File: config.mk
export PLATFORM = sky130hd
export DESIGN_NAME = game_ctrl
export DESIGN_NICKNAME = d
export VERILOG_FILES = /design/src/rtl/game_pkg.sv /design/src/rtl/game_ctrl_edge_detect.sv /design/src/rtl/game_ctrl.sv
export SDC_FILE = /design/constraint.sdc
export NUM_CORES = 1
export LEC_CHECK = 0
export ABC_AREA = 1
export CAP_MARGIN = 20
export CORE_AREA = 2 2 74 76
export CTS_BUF_LIST = sky130_fd_sc_hd__clkbuf_16
export CTS_CLUSTER_DIAMETER = 120
export CTS_CLUSTER_SIZE = 24
export DETAILED_ROUTE_END_ITERATION = 12
export DIE_AREA = 0 0 76 78
export MAX_ROUTING_LAYER = met4
export PLACE_DENSITY = 0.65
export SLEW_MARGIN = 10
export SYNTH_ARGS = -nofsm -noshare
export SYNTH_HDL_FRONTEND = slang
export SYNTH_SLANG_ARGS = --single-unit
File: constraint.sdc
create_clock -name clk -period 2.04 [get_ports clk]
set_clock_uncertainty 0.2 [all_clocks]
set_input_delay 0.204 -clock clk [delete_from_list [all_inputs] [get_ports clk]]
set_output_delay 0.204 -clock clk [all_outputs]
set_load 0.05 [all_outputs]
File: src/rtl/game_pkg.sv
// Shared types and constants for the Pong game sequencer.
package game_pkg;

  typedef enum logic [2:0] {
    IDLE   = 3'd0,
    SERVE  = 3'd1,
    PLAY   = 3'd2,
    POINT  = 3'd3,
    PAUSED = 3'd4,
    OVER   = 3'd5
  } game_state_t;

  localparam int SERVE_DELAY_DEFAULT = 25_000_000;

  typedef struct packed {
    logic ball_reset;
    logic ball_en;
    logic paddle_en;
  } drive_t;

  // Ball/paddle enables that belong to each state; loaded together with the state.
  function automatic drive_t state_drive(game_state_t s);
    drive_t d;
    d = '{ball_reset: 1'b1, ball_en: 1'b0, paddle_en: 1'b0};
    case (s)
      SERVE:   d = '{ball_reset: 1'b1, ball_en: 1'b0, paddle_en: 1'b1};
      PLAY:    d = '{ball_reset: 1'b0, ball_en: 1'b1, paddle_en: 1'b1};
      PAUSED:  d = '{ball_reset: 1'b0, ball_en: 1'b0, paddle_en: 1'b0};
      default: d = '{ball_reset: 1'b1, ball_en: 1'b0, paddle_en: 1'b0};
    endcase
    return d;
  endfunction

endpackage

File: src/rtl/game_ctrl_edge_detect.sv
// Rising-edge detector for an already synchronised button level.
module edge_detect #(
  parameter logic RESET_VAL = 1'b1
) (
  input  logic clk,
  input  logic reset,
  input  logic level,
  output logic rise
);

  logic q;

  // History resets high so a button held through reset yields no edge.
  always_ff @(posedge clk or posedge reset) begin
    if (reset) q <= RESET_VAL;
    else       q <= level;
  end

  assign rise = level & ~q;

endmodule

File: src/rtl/game_ctrl.sv
// Pong game sequencer: Moore FSM with one shared down-counter for serve delay and point wait.
// Optional macro GAME_CTRL_PAUSE_EN adds the PAUSED state and pause edge detection.
module game_ctrl
  import game_pkg::*;
#(
  parameter int SERVE_DELAY = SERVE_DELAY_DEFAULT
) (
  input  logic       clk,
  input  logic       reset,
  input  logic       start,
  input  logic       pause,
  input  logic       score_left,
  input  logic       score_right,
  input  logic       game_over,
  output logic       ball_reset,
  output logic       ball_en,
  output logic       paddle_en,
  output logic       serve_dir,
  output logic       score_clear,
  output logic [2:0] state
);

  localparam int CW = $clog2(SERVE_DELAY);
  localparam logic [CW-1:0] CNT_SERVE = CW'(SERVE_DELAY - 1);
  localparam logic [CW-1:0] CNT_POINT = CW'(1);

  game_state_t   cur;
  drive_t        drv;
  logic [CW-1:0] cnt;
  logic          start_rise;
  logic          pause_rise;

  edge_detect #(.RESET_VAL(1'b1)) u_start_edge (
    .clk   (clk),
    .reset (reset),
    .level (start),
    .rise  (start_rise)
  );

`ifdef GAME_CTRL_PAUSE_EN
  edge_detect #(.RESET_VAL(1'b1)) u_pause_edge (
    .clk   (clk),
    .reset (reset),
    .level (pause),
    .rise  (pause_rise)
  );
`else
  logic unused_pause;
  assign unused_pause = pause;
  assign pause_rise   = 1'b0;
`endif

  // Enables are loaded alongside every state change so all outputs stay registered.
  always_ff @(posedge clk or posedge reset) begin
    if (reset) begin
      cur         <= IDLE;
      drv         <= state_drive(IDLE);
      cnt         <= '0;
      serve_dir   <= 1'b1;
      score_clear <= 1'b0;
    end else begin
      score_clear <= 1'b0;
      case (cur)
        IDLE, OVER: begin
          if (start_rise) begin
            cur         <= SERVE;
            drv         <= state_drive(SERVE);
            cnt         <= CNT_SERVE;
            score_clear <= 1'b1;
            serve_dir   <= 1'b1;
          end
        end
        SERVE: begin
          if (cnt == '0) begin
            cur <= PLAY;
            drv <= state_drive(PLAY);
          end else begin
            cnt <= cnt - 1'b1;
          end
        end
        PLAY: begin
          // Left beats right, and any score beats a pause edge in the same cycle.
          if (score_left) begin
            cur       <= POINT;
            drv       <= state_drive(POINT);
            cnt       <= CNT_POINT;
            serve_dir <= 1'b1;
          end else if (score_right) begin
            cur       <= POINT;
            drv       <= state_drive(POINT);
            cnt       <= CNT_POINT;
            serve_dir <= 1'b0;
          end else if (pause_rise) begin
            cur <= PAUSED;
            drv <= state_drive(PAUSED);
          end
        end
        POINT: begin
          if (cnt == '0) begin
            if (game_over) begin
              cur <= OVER;
              drv <= state_drive(OVER);
            end else begin
              cur <= SERVE;
              drv <= state_drive(SERVE);
              cnt <= CNT_SERVE;
            end
          end else begin
            cnt <= cnt - 1'b1;
          end
        end
`ifdef GAME_CTRL_PAUSE_EN
        PAUSED: begin
          if (pause_rise) begin
            cur <= PLAY;
            drv <= state_drive(PLAY);
          end
        end
`endif
        default: begin
          cur <= IDLE;
          drv <= state_drive(IDLE);
        end
      endcase
    end
  end

  assign ball_reset = drv.ball_reset;
  assign ball_en    = drv.ball_en;
  assign paddle_en  = drv.paddle_en;
  assign state      = cur;

endmodule

==> out/summary.log, run 1 <==
qor: final_layout.most_frequent_standard_cell_in_the_layout_excluding_fill_and_tap_cells sky130_fd_sc_hd__nand2_1
qor: routing.wl_per_cell 12.1 um
qor: final_layout.regArea 856 sq um
qor: placement.dp_hpwl 3.83 mm
qor: critical_path.worstPathArrival 1530 ps
qor: global_route.maximum_number_of_pins_on_one_net_before_global_route_repair 35
qor: clock_tree.cts_sinks 34
qor: timing.slew_viol_final 0
qor: power.max-vdd-ir-drop 1.13 mV
qor: critical_path.worstReg2RegStart cnt[1]
qor: clock_tree.htree_levels 2
qor: clock_tree.holdBufCountCts 0
qor: run_status.outcome finished, final reports clean
qor: critical_path.crit_path_top_delay_cell sky130_fd_sc_hd__clkdlybuf4s50_1
qor: routing.detail-route-antenna-nets 0
qor: critical_path.worstPathMaxFanout 6
qor: clock_tree.clk_transition_reported_paths 60 ps
qor: routing.drt_first_iter_violations 130
qor: critical_path.reg2regPathDepth 11
qor: final_layout.n_antenna_cell 0
qor: timing.hold-worst-slack 121 ps
qor: final_layout.fillers 483
qor: critical_path.worstSetupStartpointType flop
qor: synthesis.synth_top_area_frac 0.344
qor: timing.setup-violations-final 0
qor: critical_path.endpoint_kind primary output
qor: floorplanning.floorplan.core_area 0.00504 sq mm
qor: timing.rsz0062_at_grt false
qor: routing.drt-total-wl 5.29 mm
qor: synthesis.netlist.top_cell.by_area sky130_fd_sc_hd__dfrtp_1
qor: floorplanning.start_util 0.447
qor: placement.port_buffers 13
qor: floorplanning.die-area 0.00593 sq mm
qor: routing.drc 0
qor: global_route.grt.overflow.total 0
qor: critical_path.worst_path_required_time 1640 ps
qor: clock_tree.numCtsBuffers 5
qor: timing.worst_pin_slew 490 ps
qor: floorplanning.die_h 78 um
qor: floorplanning.count_of_pins_on_the_block_boundary 15
qor: critical_path.path_class reg -> out
qor: routing.drt_pre_antenna_iters 4
qor: final_layout.multi_input_area 0.00125 sq mm
qor: synthesis.synth_area_per_cell 6.82 sq um
qor: power.power_density 1940 mW/mm^2
qor: job.drv_cap 0
qor: global_route.grt_antenna_before_repair 0
qor: synthesis.ys.warnings.count 0
qor: clock_tree.ctsLongestPathBuffers 2
qor: timing.period_needed 1940 ps
qor: floorplanning.floorplan.die.width 76 um
qor: power.static-leakage-power 1.46 nW
qor: synthesis.synth_area_leaders sky130_fd_sc_hd__dfrtp_1, sky130_fd_sc_hd__nand2_1, sky130_fd_sc_hd__nand3_1
qor: timing.setup_total_negative_slack 0 ps
qor: min_path.worstHoldPathType in -> async
qor: routing.post_drt_via_cell_ratio 4.79
qor: synthesis.yosys_register_bits 34
qor: critical_path.critical_path.cell_chain clkdlybuf4s50_1
qor: global_route.grtUsageTotal 0.199
qor: clock_tree.clock-root-buffer sky130_fd_sc_hd__clkbuf_16
qor: global_route.grt_pass1_vias 2,005
qor: critical_path.max_stage_delay 830 ps
qor: timing.tightest_slew_margin_relative_to_the_limit 0.672
qor: clock_tree.clkLatencyLatePin 280 ps
qor: final_layout.post_route_cells_drive_above_1_share 0.177
qor: floorplanning.num_rows 26
qor: clock_tree.tritoncts built
qor: synthesis.synth_fp_nets 339
qor: critical_path.timing.critical_path.from state[2]
qor: synthesis.mappedNetlistArea 0.00226 sq mm
qor: timing.layout_worst_path_cycle_share 0.950
qor: synthesis.postSynthCellCount 331
qor: critical_path.cp.depth 1
qor: final_layout.nets 375
qor: critical_path.critical_path_buf_inv_count 1
qor: critical_path.critPathTopFamily buffers and inverters
qor: routing.vias 2,100
qor: synthesis.count_of_different_cell_masters_after_synthesis 28
qor: global_route.global_route_wire_length_before_repair 9.18 mm
qor: timing.max_clock_freq 0.516 GHz
qor: final_layout.layout_common_cells sky130_fd_sc_hd__nand2_1, sky130_fd_sc_hd__nor2_1, sky130_fd_sc_hd__inv_1
qor: final_layout.areaGrowthSynthToFinish 23.1%
qor: synthesis.ys_seq_area_frac 0.379
qor: placement.gp_congestion 0.846
qor: timing.final-hold-violation-count 0
[cell type report]
cell class | instances | share of cell area
Clock buffer | 5 | 0.0451
Clock inverter | 3 | 0.0144
Inverter | 39 | 0.0545
Multi-Input combinational cell | 255 | 0.450
Sequential cell | 34 | 0.308
Tap cell | 70 | 0.0315
Timing Repair Buffer | 32 | 0.0964
[cell families (layout without fill, tap and decap cells)]
kind of cell | after synthesis | count (layout) | share of synthesized area
compound gates | 33 | 33 | 0.0910
fa+ha+maj | 1 | 1 | 0.00555
simple gates | 215 | 216 | 0.424
xor+xnor | 5 | 5 | 0.0194
buf+inv | 43 | 79 | 0.0810
flops | 34 | 34 | 0.379
[cell usage after synthesis]
cell type                  count
sky130_fd_sc_hd__buf_6         2
sky130_fd_sc_hd__o21ai_2       8
sky130_fd_sc_hd__nand4_1       4
sky130_fd_sc_hd__dfrtp_1      31
sky130_fd_sc_hd__xnor2_1       2
sky130_fd_sc_hd__nor2_4        4
sky130_fd_sc_hd__nor2_1       40
sky130_fd_sc_hd__nand2_2       4
sky130_fd_sc_hd__nor2_2        6
sky130_fd_sc_hd__inv_1        38
sky130_fd_sc_hd__nand2_4       3
sky130_fd_sc_hd__o21bai_1      1
sky130_fd_sc_hd__nand2_1     117
sky130_fd_sc_hd__o211ai_1      1
sky130_fd_sc_hd__inv_4         1
sky130_fd_sc_hd__a21o_1        2
sky130_fd_sc_hd__nor2_8        1
sky130_fd_sc_hd__buf_1         1
sky130_fd_sc_hd__buf_4         1
sky130_fd_sc_hd__a21oi_1       5
sky130_fd_sc_hd__xor2_1        3
sky130_fd_sc_hd__dfstp_2       3
sky130_fd_sc_hd__o21ai_1       1
sky130_fd_sc_hd__o21ai_0      15
sky130_fd_sc_hd__nor3_1        2
sky130_fd_sc_hd__ha_1          1
sky130_fd_sc_hd__nand3_1      33
sky130_fd_sc_hd__or2_2         1
[stage by stage]
stage	power (mW)	cells	cell area, sq um	setup WS (ps)	util
2_1_floorplan	3.60	331	2260	22.0	-
3_3_place_gp	4.37	428	2570	63.5	0.510
3_5_place_dp	4.44	428	2570	-0.450	0.510
4_1_cts	5.33	436	2740	55.3	0.543
5_1_grt	5.89	438	2780	6.53	0.551
6_report	5.39	438	2780	102	0.551
[flip-flops by register name, summed over array words and instances (netlist names)]
signal	cells
u_start_edge.q	1
ball_reset	1
paddle_en	1
ball_en	1
state	3
serve_dir	1
score_clear	1
cnt	25
[routing by layer]
| metal | share of wire | vias to the layer above | track usage |
|---|---|---|---|
| met1 | 0.50 | 961 | 0.259 |
| li1 | - | 1111 | - |
| met2 | 0.46 | 20 | 0.321 |
| met5 | 0 | - | - |
| met4 | 0.016 | 0 | 0.0709 |
| met3 | 0.025 | 8 | 0.0256 |
[path summary, 6_finish.rpt]
check / to / slack, ps
min reg2reg: ball_reset / 260
min: cnt[0] / 120
max: state[2] / 100
max reg2reg: cnt[10] / 150
max in group asynchronous: ball_reset / 1160
min in group clk: u_start_edge.q / 150
[timing repair]
action / 4_1_cts / 5_1_grt
setup endpoints to repair: 3 / 28
gates cloned: 0 / 1
pin swaps: 0 / 0
resized for setup: 1 / 6
setup buffers: 0 / 1
[power by group]
| group | internal [mW] | switching [mW] | total (mW) |
|---|---|---|---|
| sequential | 1.01 | 0.316 | 1.32 |
| combinational | 1.13 | 2.07 | 3.20 |
| clock | 0.571 | 0.293 | 0.864 |
| total | 2.71 | 2.68 | 5.39 |
Power figures use the tool's default switching activity.
==> inputs of run 2 (changes only) <==
- CORE_AREA: 2 2 74 76 -> 2 2 75 77
- CTS_BUF_LIST: sky130_fd_sc_hd__clkbuf_16 -> default
- DIE_AREA: 0 0 76 78 -> 0 0 77 79
- PLACE_DENSITY: 0.65 -> 0.66
- SYNTH_HIERARCHICAL: default -> 1
==> run 2 against run 1 <==
Sequential power decreased by 17%. First-iteration DRC count up 20%. Sequential cell count is the same. Fmax down 1.5%. Core utilization up 0.21 points. Total power shrank 18%. Critical path depth stayed put. Critical path type unchanged. Largest cell class unchanged.
==> out/summary.log, run 2 <==
qor: power.totalPowerFinal 4.41 mW [-18%]
qor: timing.period_needed 1970 ps [+29.7 ps]
qor: critical_path.timing.critical_path.from state[0]
qor: clock_tree.tritoncts built
qor: routing.drt_first_iter_violations 156 [+20%]
qor: floorplanning.num_rows 27 [+3.8%]
qor: synthesis.netlist.top_cell.by_area sky130_fd_sc_hd__dfrtp_1
qor: global_route.global_route_wire_length_before_repair 10.2 mm [+11%]
qor: routing.wl_per_cell 12.8 um [+5.9%]
qor: synthesis.ys.warnings.count 6 [+6]
qor: final_layout.layout_common_cells sky130_fd_sc_hd__nand2_1, sky130_fd_sc_hd__nor2_1, sky130_fd_sc_hd__inv_1
qor: synthesis.synth_commonest_cells sky130_fd_sc_hd__nand2_1, sky130_fd_sc_hd__nor2_1, sky130_fd_sc_hd__inv_1
qor: critical_path.critPathTopFamily buffers and inverters
qor: placement.dpl_ws 26.0 ps [+26.5 ps]
qor: global_route.maximum_number_of_pins_on_one_net_before_global_route_repair 34 [-2.9%]
qor: power.power_density 1500 mW/mm^2 [-23%]
qor: synthesis.postSynthCellCount 351 [+6.0%]
qor: final_layout.n_antenna_cell 0 [unchanged]
qor: global_route.grt_pass1_vias 2,226 [+11%]
qor: clock_tree.clock-root-buffer sky130_fd_sc_hd__clkbuf_8
qor: clock_tree.cts_sinks 34 [unchanged]
qor: critical_path.critical_path_buf_inv_count 1 [unchanged]
qor: critical_path.endpoint_kind primary output
qor: routing.drt_pre_antenna_iters 4 [unchanged]
qor: timing.rsz0062_at_grt true
qor: clock_tree.clk_transition_reported_paths 70 ps [about the same]
qor: floorplanning.start_util 0.427 [-0.0205]
qor: critical_path.r2r_slack 110 ps [-40 ps]
qor: synthesis.dominant_combinational_cell_family_by_area_after_synthesis simple AND/OR/NAND/NOR gates
qor: critical_path.cp.depth 1 [unchanged]
qor: timing.layout_setup_ws 72.1 ps [-29.7 ps]
qor: critical_path.path_class reg -> out
qor: synthesis.ys_seq_area_frac 0.375 [-0.00374]
qor: synthesis.synth-async-reset-ratio 1.00 [unchanged]
qor: synthesis.simple_gate_fraction_of_synth_area 0.398 [-0.0267]
qor: final_layout.finish.cell_count_without_fillers 479 [+9.4%]
qor: floorplanning.floorplan.core_area 0.00534 sq mm [+5.9%]
qor: critical_path.reg_to_reg_end cnt[13]
qor: clock_tree.htree_levels 2 [unchanged]
qor: routing.vias 2,366 [+13%]
qor: synthesis.post_synth_fa_ha_maj_area_fraction 0.00549 [-0.0000548]
qor: synthesis.muxShareOfSynthArea 0 [unchanged]
qor: global_route.grtUsageTotal 0.217 [+0.0187]
qor: synthesis.mappedNetlistArea 0.00228 sq mm [+1.0%]
qor: critical_path.critical_path.cell_chain clkdlybuf4s50_1
qor: timing.tightest_slew_margin_relative_to_the_limit 0.667 [-0.00555]
qor: critical_path.crit_path_top_delay_cell sky130_fd_sc_hd__clkdlybuf4s50_1
qor: critical_path.worstReg2RegStart cnt[6]
qor: clock_tree.ctsLongestPathBuffers 2 [unchanged]
qor: floorplanning.count_of_pins_on_the_block_boundary 15 [unchanged]
qor: routing.drt-total-wl 6.13 mm [+16%]
qor: synthesis.synth_fp_nets 359 [+5.9%]
qor: final_layout.post-route-cell-area 0.00295 sq mm [+6.3%]
qor: synthesis.yosys_register_bits 34 [unchanged]
qor: run_status.outcome finished, final reports clean
qor: timing.hold-worst-slack 28.8 ps [-92.5 ps]
qor: timing.final-hold-violation-count 0 [unchanged]
qor: clock_tree.numCtsBuffers 5 [unchanged]
qor: global_route.grt_antenna_before_repair 0 [unchanged]
qor: critical_path.max_stage_delay 840 ps [about the same]
qor: synthesis.synth_top_area_frac 0.340 [-0.00340]
qor: routing.drc 0 [unchanged]
qor: placement.dpl.cell_count 463 [+8.2%]
qor: critical_path.reg2regPathDepth 11 [unchanged]
qor: synthesis.synth_flop_cell sky130_fd_sc_hd__dfrtp_1
qor: final_layout.areaGrowthSynthToFinish 29.5%
qor: critical_path.worstPathMaxFanout 5 [-1]
qor: synthesis.synth_compound_area_frac 0.100 [+0.00953]
qor: final_layout.fin_util 0.553 [+0.00212]
qor: synthesis.count_of_different_cell_masters_after_synthesis 25 [-11%]
qor: final_layout.post_route_cells_drive_above_1_share 0.233 [+0.0568]
qor: min_path.worstHoldPathType in -> async
qor: timing.worst_pin_slew 498 ps [+8.30 ps]
qor: timing.setup_total_negative_slack 0 ps [unchanged]
qor: critical_path.worst_path_required_time 1640 ps [about the same]
qor: final_layout.largest_register_ff_count 25 [unchanged]
qor: placement.port_buffers 13 [unchanged]
qor: synthesis.synthXorXnorAreaFrac 0.0308 [+0.0113]
qor: final_layout.most_frequent_standard_cell_in_the_layout_excluding_fill_and_tap_cells sky130_fd_sc_hd__nand2_1
qor: placement.gp_congestion 0.886 [+4.6%]
qor: timing.max_clock_freq 0.508 GHz [-1.5%]
qor: routing.post_drt_via_cell_ratio 4.94 [+3.0%]
qor: timing.setup-violations-final 0 [unchanged]
qor: floorplanning.floorplan.die.width 77 um [+1.3%]
qor: final_layout.max_flop_register cnt
qor: routing.detail-route-antenna-nets 0 [unchanged]
qor: clock_tree.clkLatencyLatePin 290 ps [about the same]
qor: synthesis.synth_area_leaders sky130_fd_sc_hd__dfrtp_1, sky130_fd_sc_hd__nand2_1, sky130_fd_sc_hd__nor2_1
qor: timing.slew_viol_final 0 [unchanged]
qor: synthesis.synth_edf_count 0 [unchanged]
qor: placement.dp_hpwl 4.48 mm [+17%]
qor: floorplanning.die_h 79 um [+1.3%]
qor: critical_path.worstSetupStartpointType flop
qor: placement.dpl_cell_area 0.00271 sq mm [+5.3%]
qor: timing.layout_worst_path_cycle_share 0.965 [+0.0145]
qor: power.max-vdd-ir-drop 1.13 mV [+0.43%]
qor: critical_path.worstPathArrival 1560 ps [+30 ps]
qor: global_route.grt.overflow.total 0 [unchanged]
qor: floorplanning.die-area 0.00608 sq mm [+2.6%]
qor: final_layout.nets 414 [+10%]
qor: synthesis.synth_area_per_cell 6.49 sq um [-4.8%]
qor: job.drv_cap 0 [unchanged]
qor: final_layout.fillers 569 [+18%]
qor: synthesis.synthMostInstantiatedCell sky130_fd_sc_hd__nand2_1
qor: power.static-leakage-power 1.47 nW [+0.70%]
==> run 2: cell count changes in the layout (fill, tap and decap cells not counted), moves of 6 or more <==
| cell | delta |
|---|---|
| sky130_fd_sc_hd__buf_4 | +18 |
| sky130_fd_sc_hd__a21oi_1 | +6 |
| sky130_fd_sc_hd__nand2_1 | -16 |
| sky130_fd_sc_hd__nor2_2 | +11 |
| sky130_fd_sc_hd__o21ai_2 | -8 |
| sky130_fd_sc_hd__clkbuf_8 | +6 |
| sky130_fd_sc_hd__nor2_1 | +13 |
==> run 2: worst max-delay path by stage <==
| stage | slack, ps | end |
|---|---|---|
| finish | 70 | state[0] |
| CTS | 20 | cnt[4] |
| global route | -10 | cnt[13] |
| detailed placement | 30 | cnt[4] |
| floorplan | 30 | cnt[14] |
| global placement | 90 | cnt[5] |
==> run 2: final cells by class <==
cell class / count / area, sq um / share of cell area
clock inverters: 1 / 5.00 / 0.00170
flip-flops and latches: 34 / 860 / 0.291
clock buffers: 7 / 86.3 / 0.0293
inverters: 46 / 173 / 0.0585
repair buffers: 52 / 434 / 0.147
well taps: 72 / 90.1 / 0.0305
multi-input cells: 267 / 1300 / 0.441
==> run 2: what timing repair did <==
| item | 4_1_cts | 5_1_grt |
|---|---|---|
| hold buffers | 0 | 0 |
| endpoints found under the setup margin | 0 | 31 |
| gates resized for setup | 0 | 32 |
| setup buffers | 0 | 8 |
==> run 2: cell families after synthesis <==
kind of cell	Yosys count
and+or+nand+nor	216
AOI/OAI and AO/OA	42
xor gates and xnor gates	8
buffers and inverters	50
adders and majority gates	1
DFF	34
==> run 2: per-layer routing <==
metal / track usage / vias up / part of all wire
met5: - / - / 0
met4: 0.0571 / 0 / 0.014
met3: 0.0386 / 9 / 0.038
met2: 0.377 / 52 / 0.51
met1: 0.264 / 1094 / 0.44
li1: - / 1211 / -
==> run 2: worst reg2reg max path: stages, from the launching register on <==
cell	delay, ps
sky130_fd_sc_hd__dfrtp_1	410
sky130_fd_sc_hd__buf_4	150
sky130_fd_sc_hd__nor2_1	200
sky130_fd_sc_hd__nand2_1	140
sky130_fd_sc_hd__nor2_1	230
sky130_fd_sc_hd__nand3_1	130
sky130_fd_sc_hd__nand2_1	100
sky130_fd_sc_hd__nand2_1	50
sky130_fd_sc_hd__nand2_1	50
sky130_fd_sc_hd__nand3_1	60
sky130_fd_sc_hd__nand2_1	60
sky130_fd_sc_hd__nand2_1	40
==> run 2: report_power, final <==
| group | switching (mW) | leakage [nW] | internal, mW |
|---|---|---|---|
| clock network | 0.262 | 0.0482 | 0.273 |
| registers | 0.172 | 0.393 | 0.923 |
| logic | 1.73 | 1.03 | 1.05 |
| total | 2.17 | 1.47 | 2.25 |
